<file path="config.mk">
export PLATFORM = sky130hd
export DESIGN_NAME = uart_program_loader
export DESIGN_NICKNAME = d
export VERILOG_FILES = /design/src/rtl/uart_program_loader.sv
export SDC_FILE = /design/constraint.sdc
export NUM_CORES = 1
export LEC_CHECK = 0
export ABC_AREA = 1
export BUFFER_PORTS_ARGS = -buffer_cell sky130_fd_sc_hd__buf_2
export CORE_AREA = 2 2 126 128
export CTS_CLUSTER_DIAMETER = 30
export DETAILED_ROUTE_END_ITERATION = 8
export DIE_AREA = 0 0 128 130
export MAX_ROUTING_LAYER = met4
export PLACE_DENSITY = 0.49
export SKIP_CTS_REPAIR_TIMING = 1
export SYNTH_ARGS = -nofsm -noshare
export SYNTH_HDL_FRONTEND = slang
export SYNTH_SLANG_ARGS = --single-unit
</file>
<file path="constraint.sdc">
create_clock -name clk -period 3.86 [get_ports clk]
set_clock_uncertainty 0.05 [all_clocks]
set_input_delay 0.386 -clock clk [delete_from_list [all_inputs] [get_ports clk]]
set_output_delay 0.386 -clock clk [all_outputs]
set_load 0.01 [all_outputs]
</file>
<file path="src/rtl/uart_program_loader.sv">
// uart_program_loader: receives a framed Thumb program over a UART byte
// stream and writes it halfword by halfword into CPU program memory.
// Frame: A5, LEN_LO, LEN_HI, LEN x (lo, hi), CHK = XOR of all data bytes.
// Ports:
//   clk, rst            - clock, asynchronous active-high reset
//   rx_valid, rx_data   - one-cycle received-byte strobe and byte
//   download_program    - holds the CPU in program-download mode
//   instruction_index   - halfword address of program_in
//   program_in          - halfword to store
//   busy                - frame in progress
//   load_done           - one-cycle pulse on a good frame
//   load_error          - level, last frame failed
module uart_program_loader #(
    parameter logic [31:0] BASE_INDEX     = 32'd0,
    parameter int unsigned MAX_WORDS      = 256,
    parameter int unsigned TIMEOUT_CYCLES = 100000
) (
    input  logic        clk,
    input  logic        rst,
    input  logic        rx_valid,
    input  logic [7:0]  rx_data,
    output logic        download_program,
    output logic [31:0] instruction_index,
    output logic [15:0] program_in,
    output logic        busy,
    output logic        load_done,
    output logic        load_error
);

    typedef enum logic [2:0] {
        S_IDLE,
        S_LEN_LO,
        S_LEN_HI,
        S_DATA_LO,
        S_DATA_HI,
        S_CHECK,
        S_DONE,
        S_ERROR
    } state_t;

    // The idle counter only needs to reach TIMEOUT_CYCLES-1.
    localparam int unsigned TW =
        (TIMEOUT_CYCLES > 1) ? $clog2(TIMEOUT_CYCLES) : 1;
    localparam logic [TW-1:0] T_LAST = TW'(TIMEOUT_CYCLES - 1);

    localparam logic [7:0] SYNC = 8'hA5;

    state_t        state_q, state_d;
    logic [15:0]   len_q, len_d;
    logic [7:0]    lo_q, lo_d;
    logic [15:0]   k_q, k_d;
    logic [7:0]    chk_q, chk_d;
    logic [TW-1:0] tmo_q, tmo_d;
    logic          dl_q, dl_d;
    logic [31:0]   idx_q, idx_d;
    logic [15:0]   prog_q, prog_d;
    logic          busy_q, busy_d;
    logic          done_q, done_d;
    logic          err_q, err_d;

    logic [15:0]   len_w;
    logic          len_big;
    logic          in_frame;

    assign len_w   = {rx_data, len_q[7:0]};
    assign len_big = {16'd0, len_w} > MAX_WORDS;
    assign in_frame = (state_q == S_LEN_LO) || (state_q == S_LEN_HI) ||
                      (state_q == S_DATA_LO) || (state_q == S_DATA_HI) ||
                      (state_q == S_CHECK);

    always_comb begin
        state_d = state_q;
        len_d   = len_q;
        lo_d    = lo_q;
        k_d     = k_q;
        chk_d   = chk_q;
        tmo_d   = tmo_q;
        dl_d    = dl_q;
        idx_d   = idx_q;
        prog_d  = prog_q;
        err_d   = err_q;

        unique case (state_q)
            S_IDLE: begin
                if (rx_valid && rx_data == SYNC) begin
                    state_d = S_LEN_LO;
                    dl_d    = 1'b1;
                end
            end
            S_LEN_LO: begin
                if (rx_valid) begin
                    len_d[7:0] = rx_data;
                    state_d    = S_LEN_HI;
                end
            end
            S_LEN_HI: begin
                if (rx_valid) begin
                    len_d[15:8] = rx_data;
                    k_d         = 16'd0;
                    chk_d       = 8'd0;
                    if (len_w == 16'd0)
                        state_d = S_CHECK;
                    else if (len_big)
                        state_d = S_ERROR;
                    else
                        state_d = S_DATA_LO;
                end
            end
            S_DATA_LO: begin
                if (rx_valid) begin
                    lo_d    = rx_data;
                    chk_d   = chk_q ^ rx_data;
                    state_d = S_DATA_HI;
                end
            end
            S_DATA_HI: begin
                if (rx_valid) begin
                    prog_d  = {rx_data, lo_q};
                    idx_d   = BASE_INDEX + {16'd0, k_q};
                    k_d     = k_q + 16'd1;
                    chk_d   = chk_q ^ rx_data;
                    state_d = (k_q + 16'd1 == len_q) ? S_CHECK : S_DATA_LO;
                end
            end
            S_CHECK: begin
                if (rx_valid)
                    state_d = (rx_data == chk_q) ? S_DONE : S_ERROR;
            end
            S_DONE: begin
                // Bytes arriving here are dropped.
                state_d = S_IDLE;
                dl_d    = 1'b0;
                err_d   = 1'b0;
            end
            S_ERROR: begin
                if (rx_valid && rx_data == SYNC) begin
                    state_d = S_LEN_LO;
                    dl_d    = 1'b1;
                    err_d   = 1'b0;
                end
            end
        endcase

        // Inter-byte idle watchdog, active only inside a frame.
        if (rx_valid || !in_frame) begin
            tmo_d = '0;
        end else if (tmo_q == T_LAST) begin
            tmo_d   = '0;
            state_d = S_ERROR;
        end else begin
            tmo_d = tmo_q + TW'(1);
        end

        if (state_d == S_ERROR)
            err_d = 1'b1;

        done_d = (state_d == S_DONE);
        busy_d = (state_d == S_LEN_LO) || (state_d == S_LEN_HI) ||
                 (state_d == S_DATA_LO) || (state_d == S_DATA_HI) ||
                 (state_d == S_CHECK);
    end

    always_ff @(posedge clk or posedge rst) begin
        if (rst) begin
            state_q <= S_IDLE;
            len_q   <= '0;
            lo_q    <= '0;
            k_q     <= '0;
            chk_q   <= '0;
            tmo_q   <= '0;
            dl_q    <= 1'b0;
            idx_q   <= '0;
            prog_q  <= '0;
            busy_q  <= 1'b0;
            done_q  <= 1'b0;
            err_q   <= 1'b0;
        end else begin
            state_q <= state_d;
            len_q   <= len_d;
            lo_q    <= lo_d;
            k_q     <= k_d;
            chk_q   <= chk_d;
            tmo_q   <= tmo_d;
            dl_q    <= dl_d;
            idx_q   <= idx_d;
            prog_q  <= prog_d;
            busy_q  <= busy_d;
            done_q  <= done_d;
            err_q   <= err_d;
        end
    end

    assign download_program  = dl_q;
    assign instruction_index = idx_q;
    assign program_in        = prog_q;
    assign busy              = busy_q;
    assign load_done         = done_q;
    assign load_error        = err_q;

endmodule

</file>
# Yosys cells after proc, flatten, opt, wreduce, memory -nomap -nowiden
# Index checks and enable logic that the tools add are counted.
totals:
  register_bits: 104
  latch_bits: 0
  ram_bits: 0
  romBits: 0
  memories: 0
classes:
  addsub: 2
  mul: 0
  div_mod_pow: 0
  magnitude_cmp: 1
  eq_ne: 23
  n_shift: 0
  mux: 26
  bitwise_logic: 1
  reduce_logical: 27
op_table:
  columns: ["operator", "count"]
  rows:
  - ["$mux W17", 2]
  - ["$mux W3", 11]
  - ["$mux W16", 2]
  - ["$pmux W16 S2", 1]
  - ["$eq A3 B3 Y1 const B", 8]
  - ["$pmux W3 S7", 1]
  - ["$add A17 B1 Y17 const B", 1]
  - ["$eq A17 B17 Y1 const B", 1]
  - ["$add A16 B1 Y16 const B", 1]
  - ["$eq A16 B16 Y1", 1]
  - ["$gt A16 B9 Y1 const B", 1]
  - ["$logic_not A16 Y1", 1]
  - ["$mux W8", 2]
  - ["$pmux W8 S2", 1]
  - ["$eq A3 B2 Y1 const B", 4]
  - ["$reduce_and A2 Y1", 6]
  - ["$logic_or A1 B1 Y1", 9]
  - ["$eq A8 B8 Y1", 1]
  - ["$eq A8 B8 Y1 const B", 1]
  - ["$xor A8 B8 Y8", 1]
  - ["$eq A3 B1 Y1 const B", 2]
  - ["$reduce_and A3 Y1", 2]
  - ["$reduce_bool A2 Y1", 3]
  - ["$mux W1", 4]
  - ["9 further kinds", 13]

# Longest topological paths before layout
# Gate-level depths: netlist of run 1.
depth:
  depth_word: 13
  ltp_mapped: 18
  depth_no_buf: 18

# Worst setup path before layout of run 1
# OpenSTA, ideal clock, no wires.
synth_path:
  kind: "register -> register"
  from: "register k_q[0]"
  to: "register busy_q, in the netlist busy"
  setup_ns: 0.118
  t_arrival_ns: 1.775
  path_slack_ns: 1.917
  stages_incl_launch_ff: 15
  path_buffers: 0
  synth_period_minus_slack_ns: 1.943
  path_cell_list: "dfrtp_1 -> ha_1 -> nand2_1 -> nor2_4 -> nand3_1 -> xnor3_1 -> nand2_1 -> nor2_1 -> nand3_2 -> nand2_1 -> nand2_1 -> nand3_2 -> nand2_1 -> inv_1 -> nor2_2"
synth_between:
  elab_chain_cells: 12
  elab_cells_between_ends: 16
  cone_classes: "add/sub: 1; eq/ne: 6; mux: 5; reduce/logical: 4"
synth_rtl:
  columns: ["element", "line", "rtl"]
  rows:
  - ["from (decl)", "51", "logic [15:0] k_q, k_d;"]
  - ["from (signal assigned)", "181", "k_q <= k_d;"]
  - ["$add A16 B1 Y16 (*)", "122", "state_d = (k_q + 16'd1 == len_q) ? S_CHECK : S_DATA_LO;"]
  - ["$eq A16 B16 Y1 (*)", "122", null]
  - ["$mux W3 (*)", "122", null]
  - ["$mux W3 (*)", "117", "if (rx_valid) begin"]
  - ["$pmux W3 S7 (*)", "83", "unique case (state_q)"]
  - ["$mux W3", "147", "end else if (tmo_q == T_LAST) begin"]
  - ["$mux W3 (*)", "145", "if (rx_valid || !in_frame) begin"]
  - ["net state_d[2]", "48", "state_t state_q, state_d;"]
  - ["$eq A3 B1 Y1 or $eq A3 B2 Y1 (tied branches)", "158", "busy_d = (state_d == S_LEN_LO) || (state_d == S_LEN_HI) ||"]
  - ["$logic_or A1 B1 Y1 (2 in series)", "158", null]
  - ["$logic_or A1 B1 Y1", "159", "(state_d == S_DATA_LO) || (state_d == S_DATA_HI) ||"]
  - ["$logic_or A1 B1 Y1 (*)", "159", null]
  - ["net busy_d", "57", "logic busy_q, busy_d;"]
  - ["to (signal assigned)", "187", "busy_q <= busy_d;"]
  - ["to (decl)", "57", null]
# Mark *: on every way through the listed nets, which the timed path passes. The rest lies on a longest branch.
# A chain may end at the register's enable or synchronous reset.

# Worst setup path in the final report of run 1
layout_path:
  from: "register state_q[0]"
  to: "register chk_q[1]"
layout_between:
  elab_chain_cells: 4
  elab_cells_between_ends: 9
  cone_classes: "eq/ne: 5; mux: 1; reduce/logical: 3"
layout_rtl:
  columns: ["element", "line", "rtl"]
  rows:
  - ["from (decl)", "48", null]
  - ["from (signal assigned)", "178", "state_q <= state_d;"]
  - ["$eq A3 B2 Y1 or $eq A3 B3 Y1 (tied branches)", "83", null]
  - ["$reduce_or A2 Y1 (no line)", null, null]
  - ["$ne A2 B1 Y1 (no line) or $reduce_bool A2 Y1 (tied branches)", null, null]
  - ["$reduce_and A3 Y1 (no line)", null, null]
  - ["to (signal assigned)", "182", "chk_q <= chk_d;"]
  - ["to (decl)", "52", "logic [7:0] chk_q, chk_d;"]
# Parallel ways exist; a longest one is shown, timed or not.

==> flow_summary.yaml, run 1 <==
synth:
  synth_top_cells_by_area: "dfrtp_1 (50%), nand2_1 (12%), o21ai_0 (6.4%)"
  synth-edff-count: 0
  synth_cell_types: 41
  post-synth-top-area-fraction: 0.497
  yosysTopAreaCell: "dfrtp_1"
  syn_area_um2: 5240
  syn_avg_cell_area_um2: 8.11
  ys_top_cells_by_count: "nand2_1 (173), dfrtp_1 (104), inv_1 (72)"
  syn_inst: 646
  ys_seq_area_frac: 0.497
  yosys_warnings: 0
  ys_ff_latch: 104
  ys.flop_type: "dfrtp_1"
  post-synth-top-count-cell: "nand2_1"
  async_reset_ff_frac: 1.00
placed_design:
  finalWeightedCongestion: 0.893
  place_hpwl_um: 9070
  dpl_cell_area_um2: 5600
  place_inst: 869
  port_buffers: 46
critical_path:
  path_class: "register to register"
  start_kind: "register"
  cp_slowest_stage_delay_ns: 0.85
  crit_top_cell: "nor2_1"
  cp-end-kind: "register"
  crit_fanout: 18
  crit_chain: "inv_1, nor2_1, nand2_1, nor2_1, nor2_2, o31ai_1"
  r2r_cells: 6
  required_ns: 4.06
  cpMaxStageDelayCell: "nor2_1"
  arrival_ns: 2.61
clock_network:
  path_clk_slew_ns: 0.07
  clockBufferDepth: 2
  cts_num_sinks: 104
  clk-insertion-delay-late_ns: 0.35
  cts_tree: "yes"
  cts-root-buf: "clkbuf_16"
  cts_made_buffers: 9
  ctsHtreeMaxLevel: 3
detailed_routing:
  drtPass1Iterations: 5
  drt_iter0_drc: 332
  wl_per_cell_um: 14.2
  finalWirelength_um: 12500
  num_vias: 4219
  vias_per_cell: 4.77
  ant_nets: 0
  drc_errors: 0
pwr:
  finalPower_mw: 4.18
  vdd_ir_drop_max_v: 0.000314
  total_leakage_power_nw: 2.83
  power.density_nw_per_um2: 707
floorplan:
  die_x_um: 128
  start_util: 0.340
  rows: 46
  core_area_um2: 15400
  die_area_um2: 16600
  ios: 63
  die_h_um: 130
run_status:
  status: "completed"
sta:
  finalSetupViolations: 0
  finalCritPeriodShare: 0.625
  worst_slew_pin_slew_ns: 1.10
  fmax_mhz: 415
  slew_violations: 0
  maxSlewHeadroom: 0.267
  fin_crit_ns: 2.41
  rsz0062_at_grt: "false"
  hold_viol_final: 0
  setup_tns_ns: 0
final_layout:
  final_layout_size_suffix_gt1_frac: 0.134
  final_core_util: 0.383
  area_growth_pct: 12.8
  diodes: 0
  fin_area_um2: 5910
  final_cells: 884
  fin_nets: 701
hold_path:
  holdCritPathClass: "input port to async pin"
grt:
  grt_max_degree: 74
  grt_usage: 0.167
  grt-ovfl-total: 0
  grt_pass1_vias: 4003
  grt_first_pass_wirelength_um: 20900
  grt_antenna_before_repair: 0
job:
  cap_violations: 0
## per-layer routing
metal / vias to the layer above / GRT usage / share of wire / wire length (um)
met5: - / - / 0 / 0
met4: 0 / 0.0685 / 0.016 / 196
met3: 13 / 0.0242 / 0.033 / 409
met2: 84 / 0.266 / 0.47 / 5880
met1: 1969 / 0.216 / 0.48 / 6060
li1: 2153 / - / - / -
## kinds of logic (layout without fill, tap and decap cells)
logic type | count (synthesis) | after routing | synth area share
AO/OA/AOI/OAI | 104 | 104 | 0.112
XOR/XNOR | 14 | 14 | 0.0260
adder cells (fa/ha/maj) | 2 | 2 | 0.00478
buffers and inverters | 110 | 141 | 0.0910
flip-flops | 104 | 104 | 0.497
other | 1 | 16 | 0.000716
AND/OR/NAND/NOR | 311 | 311 | 0.269
## path summary, 6_finish.rpt
| kind | from | endpoint | slack, ns |
|---|---|---|---|
| max | state_q[0] | chk_q[1] | 1.45 |
| min | rst | lo_q[2] | 0.15 |
| max reg2reg | state_q[0] | chk_q[1] | 1.45 |
| min reg2reg | tmo_q[0] | tmo_q[0] | 0.41 |
| max in group asynchronous | rst | tmo_q[8] | 2.77 |
| min in group clk | rx_data[7] | len_q[15] | 0.27 |
## metrics by stage
step                hold WS, ns  setup slack (ns)
floorplan                 0.383             0.692
global placement          0.395              1.54
detailed placement        0.406              1.42
CTS                       0.204              1.44
global route              0.251              1.15
finish                    0.149              1.45
## layout by cell type (no fill, tap or decap), types with 7 or more instances in the layout
cell	n
dfrtp_1	104
inv_1	71
conb_1	16
nor3_1	8
nor2_4	7
nand2_1	173
o21ai_0	67
xnor2_1	7
nand3_1	37
nand4_1	11
buf_2	46
o22ai_1	8
nor2_1	46
clkbuf_16	9
## cell type report
cell class | count | area (um2)
fillers | 1596 | 9520
flip-flops and latches | 104 | 2600
multi-input cells | 447 | 2220
inverters | 78 | 295
clock buffers | 13 | 270
repair buffers | 48 | 245
well taps | 192 | 240
clock inverters | 2 | 37.5
## worst max-delay path, delay by kind of cell, from the launching register on
family,cells,cell delay [ns]
simple gates,4,1.49
compound gates,1,0.30
buf+inv,1,0.08
flops,1,0.38
## state kept, by name, summed over array words and instances, names as in the netlist, 3 cells and up
| register | cells |
|---|---|
| len_q | 16 |
| chk_q | 8 |
| k_q | 16 |
| tmo_q | 17 |
| state_q | 3 |
| program_in | 16 |
| lo_q | 8 |
| instruction_index | 16 |
## power by group
group | switching, mW | internal, mW
combinational | 0.930 | 0.535
sequential | 0.266 | 1.49
clock | 0.404 | 0.553
No activity file was read; power rests on OpenSTA's default activity.
==> inputs of run 2 (changes only) <==
==> constraint.sdc (replaced) <==
create_clock -name clk -period 2.4 [get_ports clk]
set_clock_uncertainty 0.05 [all_clocks]
set_input_delay 0.24 -clock clk [delete_from_list [all_inputs] [get_ports clk]]
set_output_delay 0.24 -clock clk [all_outputs]
set_load 0.01 [all_outputs]
==> run 2 against run 1 <==
Compared with the run above:
- the flow now finishes with violations (hold timing)
- non-clock buffer count grew 9
- cell area grew 2.0%
- largest power group unchanged
- register-to-register slack lost 1.2 ns
- maximum frequency grew 13%
- via count grew 0.92%
==> flow_summary.yaml, run 2 (synthesis results as in run 1) <==
detailed_routing:
  top_layer: "met4"
  met2_length_um: 5870
  vias_per_cell: 4.77
  wl_met3_um: 487
  wl_per_cell_um: 14.1
  ant_nets: 0
  drc_errors: 0
  drt_iter0_drc: 256
  drtPass1Iterations: 4
  wl_met1_um: 5980
  num_vias: 4258
  finalWirelength_um: 12600
critical_path:
  crit_top_cell: "nand2_1"
  arrival_ns: 2.34
  crit_fanout: 7
  cp-end-kind: "register"
  timing.rr.end: "busy"
  cp_slowest_stage_delay_ns: 0.44
  r2r_slack_ns: 0.26
  required_ns: 2.60
  start_kind: "register"
  r2r_cells: 16
  path_class: "register to register"
  crit_chain: "ha_4, nand2_1, nor2_4, nand2_1, nand3_1, nand2_1, nor2_1, nand3_1, nor2_1, nand3_2, nand2_1, nand2_1, nand3_2, nand2_1, inv_1, nor2_2"
  r2r-start: "k_q[1]"
  cpMaxStageDelayCell: "dfrtp_1"
sta:
  slew_violations: 0
  setup_tns_ns: 0
  maxSlewHeadroom: 0.603
  worst_slack_ns: 0.257
  fin_crit_ns: 2.14
  fmax_mhz: 467
  worst_slew_pin_slew_ns: 0.596
  finalSetupViolations: 0
  finalCritPeriodShare: 0.893
  hold_viol_final: 22
  hold_slack_ns: -0.0320
  rsz0062_at_grt: "false"
floorplan:
  die_area_um2: 16600
  die_h_um: 130
  rows: 46
  core_area_um2: 15400
  die_x_um: 128
  start_util: 0.340
  ios: 63
grt:
  grt_pass1_vias: 4112
  grt_max_degree: 105
  grt_first_pass_wirelength_um: 21000
  grt_usage: 0.168
  grt-ovfl-total: 0
  grt_antenna_before_repair: 0
run_status:
  status: "finished, violations left"
  violations: "hold timing"
final_layout:
  fin_nets: 710
  regMostFlops: "tmo_q"
  final_layout_size_suffix_gt1_frac: 0.150
  final_cells: 893
  mostFrequentLayoutCells: "nand2_1 (173), dfrtp_1 (103), inv_1 (71), o21ai_0 (66)"
  seqCellArea_um2: 2600
  nFillCells: 1581
  diodes: 0
  multi_input_area_um2: 2240
  largest_reg_flops: 17
  final_common_cell: "nand2_1"
  area_growth_pct: 15.0
clock_network:
  clk-insertion-delay-late_ns: 0.36
  cts_num_sinks: 104
  ctsHtreeMaxLevel: 3
  cts_tree: "yes"
  path_clk_slew_ns: 0.07
  cts_made_buffers: 9
  clockBufferDepth: 2
  cts-root-buf: "clkbuf_16"
pwr:
  power.density_nw_per_um2: 1140
  vdd_ir_drop_max_v: 0.000486
  total_leakage_power_nw: 2.88
placed_design:
  place_hpwl_um: 8970
  finalWeightedCongestion: 0.823
  place_inst: 874
  port_buffers: 46
  place_ws_ns: 0.190
job:
  cap_violations: 0
hold_path:
  holdCritPathClass: "input port to async pin"
==> run 2: cell count changes in the layout (fill, tap and decap cells not counted), sizes merged <==
cell,previous run,this run
buf,48,57
bufinv,1,2
clkbuf,13,12
clkinv,0,1
inv,78,77
==> run 2: metrics by stage <==
stage	total power [mW]	hold slack, ns	cell area, um2	utilization
floorplan	4.50	0.311	5300	-
global placement	5.23	0.402	5650	0.366
detailed placement	5.28	0.406	5650	0.366
CTS	6.93	0.0155	5970	0.387
global route	7.50	0.0243	6030	0.391
finish	6.90	-0.0320	6030	0.391
==> run 2: how the worst max path moves through the flow <==
stage	startpoint	end	slack, ns	cells after the start
finish	k_q[1]	busy	0.26	16
global route	tmo_q[0]	tmo_q[16]	0.006	11
CTS	k_q[0]	busy	0.17	16
detailed placement	k_q[0]	busy	0.19	16
global placement	k_q[0]	busy	0.25	16
floorplan	k_q[0]	busy	0.46	14
==> run 2: layout make-up <==
cell class,instances,area share
Clock inverter,3,0.0108
Tap cell,192,0.0399
Timing Repair Buffer,57,0.0540
Clock buffer,12,0.0426
Multi-Input combinational cell,447,0.371
Inverter,78,0.0492
Sequential cell,104,0.432
==> run 2: power breakdown <==
group / total (mW) / internal (mW) / leakage, nW / switching, mW
clock: 1.63 / 0.965 / 0.159 / 0.663
sequential: 2.83 / 2.39 / 1.36 / 0.434
combinational: 2.44 / 0.920 / 1.36 / 1.52
==> run 2: worst max-delay path: cells and delay by family, from the launching register on <==
family                   cells  cell delay, ns
adder cells (fa/ha/maj)      1            0.18
AND/OR/NAND/NOR             14            1.30
buffers and inverters        1            0.06
flip-flops                   1            0.44
==> run 2: metal layers <==
layer,vias to the layer above,GRT usage
met4,0,0.0595
met1,2003,0.215
met2,74,0.264
met5,-,-
li1,2162,-
met3,19,0.0385
